### src/rtl/lfsr_pkg.sv
// lfsr_pkg: shared constants, FSM state type and next-state helper for the
// lfsr_rr_server block and its lfsr8_core sub-module.
package lfsr_pkg;

   localparam int LFSR_W = 8;

   // power-up state and the replacement for an all-zero seed
   localparam logic [LFSR_W-1:0] DEFAULT_SEED = 8'hBD;

   // feedback taps for x^8+x^4+x^3+x^2+1: bits 7, 3, 2 and 1 are XORed
   localparam logic [LFSR_W-1:0] TAP_MASK = 8'b1000_1110;

   typedef enum logic [1:0] {
      IDLE    = 2'd0,
      STEP    = 2'd1,
      DELIVER = 2'd2
   } state_t;

   function automatic logic [LFSR_W-1:0] lfsr_next(input logic [LFSR_W-1:0] s);
      return {s[LFSR_W-2:0], ^(s & TAP_MASK)};
   endfunction

endpackage

### src/rtl/lfsr8_core.sv
// lfsr8_core: 8-bit many-to-one LFSR register with a seed load port, a
// single-shift enable and zero-seed substitution so the state never locks up.
module lfsr8_core
   import lfsr_pkg::*;
#(
   parameter logic [LFSR_W-1:0] SEED = DEFAULT_SEED
)
(
   input  logic              clk,
   input  logic              rst_n,
   input  logic              load,
   input  logic [LFSR_W-1:0] load_data,
   input  logic              step,
   output logic [LFSR_W-1:0] state
);

   // load has priority over step; an all-zero seed is replaced by SEED
   always_ff @(posedge clk or negedge rst_n) begin
      if (!rst_n) begin
         state <= SEED;
      end else if (load) begin
         state <= (load_data == '0) ? SEED : load_data;
      end else if (step) begin
         state <= lfsr_next(state);
      end
   end

endmodule

### src/rtl/lfsr_rr_server.sv
// lfsr_rr_server: round-robin server sharing one LFSR among N_REQ requesters.
// Each grant shifts the LFSR STEPS times and delivers the byte with a
// one-cycle valid strobe. Optional macro LFSR_RR_STATS_EN adds a saturating
// 16-bit delivery counter on output grant_cnt.
module lfsr_rr_server
   import lfsr_pkg::*;
#(
   parameter int                N_REQ = 4,
   parameter int                STEPS = 8,
   parameter logic [LFSR_W-1:0] SEED  = DEFAULT_SEED
)
(
   input  logic              clk,
   input  logic              rst_n,
   input  logic [N_REQ-1:0]  req,
   input  logic              seed_load,
   input  logic [LFSR_W-1:0] seed_data,
   output logic              ready,
   output logic [N_REQ-1:0]  gnt,
   output logic              valid,
   output logic [LFSR_W-1:0] data
`ifdef LFSR_RR_STATS_EN
   ,
   output logic [15:0]       grant_cnt
`endif
);

   localparam int PTR_W = (N_REQ > 1) ? $clog2(N_REQ) : 1;

   state_t            state;
   logic [PTR_W-1:0]  ptr;
   logic [PTR_W-1:0]  winner;
   logic [PTR_W-1:0]  pick;
   logic [3:0]        cnt;
   logic [LFSR_W-1:0] lfsr_state;
   logic              lfsr_load;
   logic              lfsr_step;

   assign lfsr_load = (state == IDLE) && seed_load;
   assign lfsr_step = (state == STEP);
   assign ready     = (state == IDLE);

   lfsr8_core #(
      .SEED(SEED)
   ) u_core (
      .clk(clk),
      .rst_n(rst_n),
      .load(lfsr_load),
      .load_data(seed_data),
      .step(lfsr_step),
      .state(lfsr_state)
   );

   // cyclic search for the first requesting bit at or after ptr
   always_comb begin
      int               idx;
      logic             found;
      logic [PTR_W-1:0] pos;
      pick  = ptr;
      found = 1'b0;
      idx   = 0;
      pos   = '0;
      for (int i = 0; i < N_REQ; i++) begin
         idx = int'(ptr) + i;
         if (idx >= N_REQ) begin
            idx = idx - N_REQ;
         end
         pos = idx[PTR_W-1:0];
         if (!found && req[pos]) begin
            found = 1'b1;
            pick  = pos;
         end
      end
   end

   // control FSM: arbitrate in IDLE, shift in STEP, register outputs in DELIVER
   always_ff @(posedge clk or negedge rst_n) begin
      if (!rst_n) begin
         state  <= IDLE;
         ptr    <= '0;
         winner <= '0;
         cnt    <= '0;
         gnt    <= '0;
         valid  <= 1'b0;
         data   <= '0;
      end else begin
         valid <= 1'b0;
         gnt   <= '0;
         case (state)
            IDLE: begin
               if (!seed_load && (req != '0)) begin
                  winner <= pick;
                  cnt    <= 4'(STEPS - 1);
                  state  <= STEP;
               end
            end
            STEP: begin
               if (cnt == '0) begin
                  state <= DELIVER;
               end else begin
                  cnt <= cnt - 4'd1;
               end
            end
            DELIVER: begin
               data  <= lfsr_state;
               gnt   <= N_REQ'(1) << winner;
               valid <= 1'b1;
               ptr   <= (winner == PTR_W'(N_REQ - 1)) ? '0 : winner + 1'b1;
               state <= IDLE;
            end
            default: begin
               state <= IDLE;
            end
         endcase
      end
   end

`ifdef LFSR_RR_STATS_EN
   // saturating count of completed deliveries
   always_ff @(posedge clk or negedge rst_n) begin
      if (!rst_n) begin
         grant_cnt <= '0;
      end else if ((state == DELIVER) && (grant_cnt != 16'hFFFF)) begin
         grant_cnt <= grant_cnt + 16'd1;
      end
   end
`endif

endmodule

### config.mk
export PLATFORM = sky130hd
export DESIGN_NAME = lfsr_rr_server
export DESIGN_NICKNAME = d
export VERILOG_FILES = /design/src/rtl/lfsr_pkg.sv /design/src/rtl/lfsr8_core.sv /design/src/rtl/lfsr_rr_server.sv
export SDC_FILE = /design/constraint.sdc
export NUM_CORES = 1
export LEC_CHECK = 0
export BUFFER_PORTS_ARGS = -buffer_cell sky130_fd_sc_hd__buf_4
export CORE_ASPECT_RATIO = 0.9
export CORE_UTILIZATION = 50
export DETAILED_ROUTE_END_ITERATION = 6
export HOLD_SLACK_MARGIN = 0.05
export PLACE_DENSITY_LB_ADDON = 0.05
export SETUP_SLACK_MARGIN = 0.02
export SLEW_MARGIN = 15
export SYNTH_ARGS = -nofsm -noshare
export SYNTH_HDL_FRONTEND = slang
export SYNTH_HIERARCHICAL = 1
export SYNTH_SLANG_ARGS = --single-unit
export TNS_END_PERCENT = 100
### constraint.sdc
create_clock -name clk -period 3.83 [get_ports clk]
set_clock_uncertainty 0.1 [all_clocks]
set_input_delay 0.383 -clock clk [delete_from_list [all_inputs] [get_ports clk]]
set_output_delay 0.383 -clock clk [all_outputs]
set_load 0.02 [all_outputs]
==> summary.md, run 1 <==
| Metric | Value |
|---|---|
| Status | completed |
| Die width | 60.4 µm |
| Detail Route Antenna Nets | 0 |
| Reg2reg path depth | 4 |
| Critical Path Source Type | flip-flop |
| Top Usage Layer GRT | met2 |
| Number of buffers created by CTS | 5 |
| First-pass GRT wire length | 4490 µm |
| Syn_area_per_cell | 11.0 µm² |
| PnR Total Power | 1.33 mW |
| Initial antenna violation count | 0 |
| Most frequent cells in the layout | 29 x buf_4, 25 x dfrtp_1, 12 x inv_1, 12 x nand2_1 |
| Actual slew at the worst max-slew pin | 0.585 ns |
| Post-synthesis sequential area ratio | 0.510 |
| Worst-path clk slew | 0.08 ns |
| Vias per inst | 5.16 |
| Hold Vio Cnt, Final | 0 |
| Design area | 1840 µm² |
| Type of the most critical hold path | input pin to flip-flop |
| YS warnings | 6 |
| Post-synth EDFFs | 0 |
| Max Freq | 0.489 GHz |
| Synth area leader | dfrtp_1 |
| Mux contribution to synthesized area | 0.0879 |
| Hold WS | roughly 0.18 ns |
| Post-synth ARST share | 1.00 |
| Final WS setup | 1.78 ns |
| Antenna cells | 0 |
| Post-Place Worst Slack | 1.81 ns |
| Dpl cell area | 1780 µm² |
| Most common cell after layout, fill and taps aside | buf_4 |
| Top_reg_cell synth | dfrtp_1 |
| Max Cap Viol | 0 |
| Full die area | 3300 µm² |
| Initial core utilization | 0.541 |
| Pwr/cell area | between 700 and 800 nW/µm² |
| Hold Crit Start | seed_data[1] |
| Final Critical Period | 2.05 ns |
| Slew Viols, Final | 0 |
| DRT Wirelength | between 2000 and 3000 µm |
| Synth Area in Compound Gates | 0.131 |
| Layout cells sized above 1 | 0.318 |
| Number of global-route vias before repair | 1,020 |
| Setup TNS Final | 0 ns |
| # setup viols final | 0 |
| P&R area growth vs syn | 20.0% |
| Worst setup path start | state[1] |
| Peak VDD IR | 402 µV |
| Final period util | 0.534 |
| Syn Nets | 160 |
| Largest family of logic cells by synthesized area | simple AND/OR/NAND/NOR gates |
| Lkg Pwr | 0.885 nW |
| Crit-path cells | and2b_1 -> a21boi_1 -> nand2b_4 -> mux2_4 |
| Hold path depth | 3 |
| GR Util met3 | 0.0662 |
| DRT iter0 DRCs | 27 |
| CP arrival | between 2 and 2.5 ns |
| CP top delay family | simple AND/OR/NAND/NOR gates |
| Top Ports | 29 |
| Synthesized flop and latch total | 31 |
| DRC viols | 0 |
| Post-synthesis adder-cell area fraction | 0.0407 |
| WP buf/inv | 0 |
| Clock Root Buffer | clkbuf_4 |
| Crit-path slowest cell | and2b_1 |
| Total Nets Final | around 190 |
| # H-tree levels | 2 |
| Crit path capture type | flip-flop |
| Core box area | between 2000 and 3000 µm² |
| Met1 Use GR | 0.250 |
| Met2 GRT Util | 0.284 |
| DP HPWL | 2030 µm |
| Die Y | 54.6 µm |
| Gr usage total | 0.195 |
| Clock sinks | 31 |
| Slew margin rel. | 0.610 |
| GP Congestion | 0.815 |
| Latest clock arrival within the worst-skew pair | 0.33 ns |
| Xor-xnor portion of the synthesized cell area | 0.0171 |
| Port Buffers | 28 |
| Setup Fix Bufs, Post-CTS | 0 |
| Detailed-route via count | 1,100 |
| WP data required | 3.95 ns |
| FF-to-FF Start | state[1] |
| Post-Synthesis Cells | 140 |
| Max clock buf depth | 2 |
| Row cnt | 18 |
| Largest net degree at the start of global routing | 32 |
| Pre-antenna DRT Iters | 4 |
| Largest cells by area after synthesis | dfrtp_1 41%, dfstp_2 10%, mux2_2 5.1%, ha_1 4.1%, inv_1 2.9% |
| Area fraction of the dominant cell type after synthesis | 0.407 |
| Levels on crit path | 4 |
| Unrepaired setup endpoints after global routing | no |
| Number of distinct library cells after synthesis | 42 |
| Per-cell routed wire length | 13.2 µm |
| Synthesized area | 1540 µm² |
| Synth Area in Simple Gates | 0.170 |
| Largest stage delay, worst path | 0.58 ns |
| Global route total overflow | 0 |
| CTS tree | done |
| WS Path Type | flip-flop to flip-flop |
| CP max FO | 18 |
[where the power goes]
group	total (mW)	switching (mW)	internal (mW)
logic	0.564	0.286	0.278
clock network	0.178	0.106	0.0714
registers	0.584	0.105	0.479
[metal layers]
layer,wire length [µm],vias to the layer above
met5,0,-
met4,50,0
met3,149,7
met2,1290,30
met1,1330,510
li1,-,553
[cell usage after synthesis (2+ instances only)]
| cell type | n |
|---|---|
| mux2i_1 | 3 |
| dfstp_2 | 6 |
| nor2_1 | 6 |
| buf_2 | 2 |
| xnor2_1 | 2 |
| ha_1 | 5 |
| nor2b_1 | 7 |
| inv_1 | 12 |
| a211oi_1 | 5 |
| a31oi_1 | 3 |
| o21ai_0 | 5 |
| nand2_1 | 12 |
| mux2_2 | 7 |
| and2_1 | 5 |
| a21oi_1 | 5 |
| clkbuf_1 | 2 |
| dfrtp_1 | 25 |
| nor3_1 | 4 |
[sequential cells by signal, indices dropped and copies added (netlist names)]
register / cells
ptr: 2
gnt: 4
data: 8
u_core/state: 8
valid: 1
state: 2
cnt: 4
winner: 2
[final timing paths]
check,slack (ns),endpoint
setup reg to reg,1.78,cnt[1]
hold reg to reg,0.39,data[2]
max in group asynchronous,2.90,u_core/state[7]
hold / removal,0.18,u_core/state[1]
min in group asynchronous,0.41,u_core/state[6]
setup / recovery,1.78,cnt[1]
[cell type report]
cell class | instances | area, µm²
fill | 251 | 995
timing repair buffer | 30 | 228
inverter | 12 | 45.0
clock buffer | 7 | 45.0
clock inverter | 1 | 5.00
tap | 40 | 50.0
sequential | 31 | 783
multi-input combinational | 92 | 687
[worst reg2reg max path: stages (launching register included)]
cell	delay, ns
dfrtp_1	0.41
and2b_1	0.58
a21boi_1	0.34
nand2b_4	0.20
mux2_4	0.30
[repair_timing]
item,in CTS,in global routing
gates resized for setup,0,0
hold buffers,1,0
hold endpoints to repair,25,0
[per-stage QoR]
stage | utilization | std cells
after floorplan | - | 140
after global placement | 0.628 | 204
after detailed placement | 0.628 | 204
after CTS | 0.649 | 213
after global routing | 0.649 | 213
final | 0.649 | 213
[kinds of logic after synthesis]
| family | Yosys count |
|---|---|
| simple gates | 44 |
| flops | 31 |
| compound gates | 28 |
| buf+inv | 17 |
| mux | 12 |
| fa+ha+maj | 5 |
| xor+xnor | 3 |
Note: power is estimated with default switching activity, not from simulation.
==> run 2: changes to the inputs <==
==> constraint.sdc (replaced) <==
create_clock -name clk -period 2.1 [get_ports clk]
set_clock_uncertainty 0.1 [all_clocks]
set_input_delay 0.21 -clock clk [delete_from_list [all_inputs] [get_ports clk]]
set_output_delay 0.21 -clock clk [all_outputs]
set_load 0.02 [all_outputs]
==> run 2 against run 1 <==
Non-clock buffer count rose by 8. Combinational power grew 91%. Highest routed layer unchanged. First-iteration DRC count grew 3.7%. Sequential power rose by 83%. Wire length increased by 7.4%. Sequential cell count stayed put. Worst hold slack got worse by 0.12 ns. Via count grew 7.8%. Critical path type is now input pin to flip-flop.
==> summary.md, run 2 (synthesized netlist as in run 1, its figures left out) <==
| Metric | Value |
|---|---|
| Lkg Pwr | around 0.94 nW |
| CTS tree | done |
| Critical Path Source Type | input pin |
| WP data required | 2.24 ns |
| Top Registers | data x8, u_core/state x8 |
| Vias per inst | around 5.4 |
| Initial antenna violation count | 0 |
| Fin cells | between 200 and 250 |
| Core box area | 2840 µm² |
| GP Congestion | between 0.9 and 1 |
| Met2 GRT Util | 0.374 |
| Worst r2r dst | data[2] |
| Hold WS | ~0.063 ns |
| Full die area | approximately 3300 µm² |
| Worst Hold End | u_core/state[3] |
| Per-cell routed wire length | about 14 µm |
| Die width | between 60 and 70 µm |
| Actual slew at the worst max-slew pin | 0.487 ns |
| Final Critical Period | 1.91 ns |
| Final WS setup | 0.189 ns |
| # setup viols final | 0 |
| Clock Root Buffer | clkbuf_4 |
| Max Freq | 0.523 GHz |
| DRT iter0 DRCs | 28 |
| Slew Viols, Final | 0 |
| Layout cells sized above 1 | 0.326 |
| GR Util met3 | 0.0591 |
| Slew margin rel. | 0.674 |
| Clock sinks | 31 |
| R2R setup slack | about 0.46 ns |
| DRT Wirelength | about 3000 µm |
| Status | completed |
| # placed instances | 206 |
| Antenna cells | 0 |
| WS Path Type | input pin to flip-flop |
| Top Ports | 29 |
| Most common cell after layout, fill and taps aside | buf_4 |
| Number of buffers created by CTS | 5 |
| Gr usage total | 0.220 |
| Setup Fix Bufs, Post-CTS | 0 |
| Latest clock arrival within the worst-skew pair | 0.33 ns |
| DRC viols | 0 |
| Initial core utilization | 0.541 |
| Type of the most critical hold path | input pin to flip-flop |
| FF-to-FF Start | state[0] |
| Unrepaired setup endpoints after global routing | no |
| Hold path depth | 3 |
| Port Buffers | 28 |
| Max clock buf depth | 2 |
| # H-tree levels | 2 |
| Max Cap Viol | 0 |
| Detailed-route via count | 1,186 |
| P&R area growth vs syn | 27.2% |
| Die Y | 54.6 µm |
| Most frequent cells in the layout | 31 x buf_4, 25 x dfrtp_1, 12 x inv_1, 12 x nand2_1 |
| Fin util | 0.689 |
| Number of global-route vias before repair | 1,169 |
| Row cnt | 18 |
| Multi-input logic area | between 600 and 700 µm² |
| Global route total overflow | 0 |
| Reg2reg path depth | 3 |
| Worst-path clk slew | approximately 0.10 ns |
| Post-CTS Resized | 0 |
| Layout fillers | between 200 and 250 |
| Peak VDD IR | 772 µV |
| Pwr/cell area | between 1000 and 1500 nW/µm² |
| Setup TNS Final | 0 ns |
| Pre-antenna DRT Iters | 4 |
| CP arrival | 2.05 ns |
| Top Usage Layer GRT | met2 |
| Total Nets Final | 200 |
| Reg area | 783 µm² |
| Hold Vio Cnt, Final | 0 |
| Crit path capture type | flip-flop |
| Detail Route Antenna Nets | 0 |
| DP HPWL | around 2200 µm |
| First-pass GRT wire length | 5060 µm |
| Met1 Use GR | 0.247 |
| CP max FO | 4 |
| Hold Crit Start | seed_data[3] |
| Final period util | 0.910 |
| Post-Place Worst Slack | between 0.3 and 0.4 ns |
| Largest net degree at the start of global routing | 32 |
[run 2: worst max path at each step]
stage | startpoint | to | slack (ns) | cells past startpoint
after global placement | state[0] | data[7] | 0.45 | 3
final | seed_data[0] | u_core/state[0] | 0.19 | 6
after detailed placement | seed_data[0] | u_core/state[0] | 0.38 | 5
after global routing | seed_data[0] | u_core/state[0] | 0.1 | 6
after CTS | seed_data[0] | u_core/state[0] | 0.16 | 6
after floorplan | state[0] | u_core/state[6] | 0.35 | 5
[run 2: cell type report]
class / count / share of cell area
timing repair buffer: 38 / 0.155
clock inverter: 2 / 0.0179
sequential: 31 / 0.401
inverter: 12 / 0.0230
multi-input combinational: 92 / 0.351
tap: 40 / 0.0256
clock buffer: 6 / 0.0262
[run 2: routing by layer]
| metal | wire length (µm) | up-vias | share of wire |
|---|---|---|---|
| met5 | 0 | - | 0 |
| met4 | 80 | 0 | 0.026 |
| met3 | 165 | 12 | 0.055 |
| met2 | 1510 | 38 | 0.50 |
| met1 | 1270 | 570 | 0.42 |
| li1 | - | 566 | - |
[run 2: critical path, cell delays in order]
cell and delay [ns]:
dlygate4sd3_1 0.54, buf_4 0.14, or4_4 0.55, nor4_4 0.19, nand2b_2 0.12, a311oi_1 0.29
[run 2: repair_timing]
action	in CTS	in global routing
hold buffers	7	0
endpoints found under the hold margin	37	0
setup endpoints to repair	0	0
[run 2: metrics by stage]
step | power (mW) | instance area [µm²]
2_1_floorplan | 1.79 | 1540
3_3_place_gp | 2.09 | 1800
3_5_place_dp | 2.14 | 1800
4_1_cts | 2.65 | 1950
5_1_grt | 2.81 | 1950
6_report | 2.63 | 1950
[run 2: power breakdown]
part           leakage (nW)  switching, mW  internal, mW
logic                 0.505          0.547         0.533
clock network        0.0482          0.201         0.281
registers             0.385          0.197         0.874
==> run 3: changes to the inputs <==
--- a/config.mk
+++ b/config.mk
@@ -5,6 +5,7 @@
 export SDC_FILE = /design/constraint.sdc
 export NUM_CORES = 1
 export LEC_CHECK = 0
+export ABC_AREA = 1
 export BUFFER_PORTS_ARGS = -buffer_cell sky130_fd_sc_hd__buf_4
 export CORE_ASPECT_RATIO = 0.9
 export CORE_UTILIZATION = 50
==> run 3 against run 2 <==
Combinational power grew 29%. Critical path depth unchanged. Highest routed layer unchanged. Via count is 30% higher. Largest power group unchanged. Final cell count up 40%.
==> summary.md, run 3 <==
| Metric | Value |
|---|---|
| Die Y | 57.8 µm |
| # setup viols final | 0 |
| Largest family of logic cells by synthesized area | simple AND/OR/NAND/NOR gates |
| Number of distinct library cells after synthesis | 27 |
| Commonest cells in the netlist | 87 x nand2_1, 25 x dfrtp_1, 23 x inv_1 |
| Fin cells | 310 |
| DRT Wirelength | ~3400 µm |
| Status | completed |
| Synth Area in Compound Gates | 0.0636 |
| First-pass GRT wire length | 6130 µm |
| Final Critical Period | 1.68 ns |
| Number of buffers created by CTS | 5 |
| Detailed-route via count | 1,537 |
| Initial core utilization | 0.544 |
| Hold Vio Cnt, Final | 0 |
| Hold_buf cts | 1 |
| Power Internal | 1.69 mW |
| Peak VDD IR | 662 µV |
| Latest clock arrival within the worst-skew pair | 0.28 ns |
| Critical Path Source Type | flip-flop |
| Most common cell in the netlist | nand2_1 |
| Per-cell routed wire length | 11.0 µm |
| # H-tree levels | 2 |
| Post-synth EDFFs | 0 |
| Max clock buf depth | 2 |
| Type of the most critical hold path | input pin to flip-flop |
| Post-synthesis sequential area ratio | 0.452 |
| Worst-path clk slew | 0.06 ns |
| Psw | 1.28 mW |
| Pwr/cell area | 1430 nW/µm² |
| Clock Root Buffer | clkbuf_8 |
| Detail Route Antenna Nets | 0 |
| Max Cap Viol | 0 |
| Top Registers | data x8, u_core/state x8 |
| Xor-xnor portion of the synthesized cell area | 0.00506 |
| Synth area leader | dfrtp_1 |
| WP data required | 2.21 ns |
| Gr usage total | 0.218 |
| GP Congestion | 0.809 |
| Area fraction of the dominant cell type after synthesis | 0.361 |
| Crit path capture type | flip-flop |
| Synthesized flop and latch total | 31 |
| Top Ports | 29 |
| Total Nets Final | 287 |
| DP HPWL | 2550 µm |
| WS Path Type | flip-flop to flip-flop |
| Slew Viols, Final | 0 |
| Post-Synthesis Cells | 234 |
| Clock sinks | 31 |
| Layout fillers | 283 |
| Full die area | about 3700 µm² |
| Multi-input logic area | 801 µm² |
| R2R setup slack | 0.42 ns |
| CP arrival | about 1.8 ns |
| Combinational Power Share | 0.467 |
| Synth Area in Simple Gates | 0.358 |
| Most common cell after layout, fill and taps aside | nand2_1 |
| Die width | 64.0 µm |
| FF-to-FF Start | state[0] |
| CP max FO | 13 |
| Clock Power Share | 0.159 |
| Worst setup path start | state[0] |
| Post-CTS Resized | 0 |
| Top_reg_cell synth | dfrtp_1 |
| Final period util | 0.799 |
| P&R area growth vs syn | 19.4% |
| Flop pwr share | 0.373 |
| Synthesized area | approximately 1700 µm² |
| Actual slew at the worst max-slew pin | between 0.6 and 0.7 ns |
| Mux contribution to synthesized area | 0 |
| Syn_area_per_cell | about 7.4 µm² |
| Largest net degree at the start of global routing | 32 |
| Pre-antenna DRT Iters | 4 |
| Reg2reg path depth | 6 |
| Largest cells by area after synthesis | dfrtp_1 36%, nand2_1 19%, dfstp_2 9.1%, nand3_1 5.5%, inv_1 5.0% |
| Max Freq | roughly 0.60 GHz |
| YS warnings | 6 |
| Core box area | 3190 µm² |
| Slew margin rel. | 0.595 |
| PnR Total Power | 2.97 mW |
| Row cnt | 19 |
| Worst r2r dst | u_core/state[0] |
| Critical Path Sink | u_core/state[0] |
| Number of global-route vias before repair | 1,433 |
| Layout cells sized above 1 | 0.220 |
| Port Buffers | 28 |
| Syn Nets | 254 |
| Lkg Pwr | 1.11 nW |
| Switching share of power | 0.432 |
| Vias per inst | 4.96 |
| DRT iter0 DRCs | 183 |
| Reg area | between 700 and 800 µm² |
| CTS tree | done |
| # placed instances | between 300 and 400 |
| Setup Fix Bufs, Post-CTS | 0 |
| Global route total overflow | 0 |
| Unrepaired setup endpoints after global routing | no |
| Post-synthesis adder-cell area fraction | 0.0361 |
| Post-synth ARST share | 1.00 |
| Initial antenna violation count | 0 |
| Setup TNS Final | 0 ns |
| DRC viols | 0 |
| Most frequent cells in the layout | 87 x nand2_1, 30 x buf_4, 25 x dfrtp_1 |
| Antenna cells | 0 |
-- run 3: cell count changes after synthesis, moves of 7 or more --
cell	before	now
nand2_1	12	87
nor2_1	6	20
inv_1	12	23
nand3_1	1	19
nor2b_1	7	0
mux2_2	7	0
-- run 3: worst max-delay path: stages, from the launching register on --
cell	delay, ns
dfrtp_1	0.40
nor3_1	0.53
inv_2	0.23
nor2_1	0.13
o21ai_0	0.09
nand3_1	0.09
nand2_1	0.05
-- run 3: worst min-delay path by stage --
stage / end / cells past startpoint / from / slack [ns]
finish: u_core/state[4] / 4 / seed_data[2] / 0.08
floorplan: cnt[0] / 0 / rst_n / -0.19
detailed placement: ptr[1] / 1 / rst_n / 0.06
global route: u_core/state[4] / 4 / seed_data[2] / 0.09
CTS: u_core/state[4] / 4 / seed_data[2] / 0.08
global placement: ptr[1] / 1 / rst_n / 0.07
-- run 3: area by class of cell --
| class | instances | share of cell area |
|---|---|---|
| repair buffers | 31 | 0.114 |
| well taps | 42 | 0.0254 |
| inverters | 27 | 0.0508 |
| clock buffers | 7 | 0.0417 |
| flip-flops and latches | 31 | 0.379 |
| multi-input cells | 171 | 0.387 |
| clock inverters | 1 | 0.00242 |
-- run 3: logic make-up after synthesis --
group / after synthesis
flops: 31
buf+inv: 32
simple gates: 144
fa+ha+maj: 5
compound gates: 21
xor+xnor: 1
-- run 3: layer usage --
metal / track usage / vias to the layer above / wire length [µm]
li1: - / 801 / -
met1: 0.296 / 687 / 1730
met2: 0.327 / 42 / 1470
met3: 0.0610 / 7 / 171
met4: 0.0942 / 0 / 58
met5: 0 / - / 0
-- run 3: power groups by stage --
stage,registers (mW),clock network (mW),logic (mW)
after CTS,1.11,0.488,1.39
after global routing,1.15,0.515,1.59
after detailed placement,1.12,0,1.38
final,1.11,0.472,1.39
after floorplan,1.14,0,0.982
after global placement,1.12,0,1.35
-- run 3: through the flow --
| stage | area (µm²) | hold WS [ns] | utilization | setup WS (ns) |
|---|---|---|---|---|
| 6_report | 2070 | 0.0835 | 0.649 | 0.421 |
| 3_3_place_gp | 1970 | 0.0656 | 0.617 | 0.439 |
| 3_5_place_dp | 1970 | 0.0609 | 0.617 | 0.432 |
| 2_1_floorplan | 1730 | -0.186 | - | 0.524 |
| 5_1_grt | 2070 | 0.0876 | 0.649 | 0.234 |
| 4_1_cts | 2070 | 0.0775 | 0.649 | 0.407 |
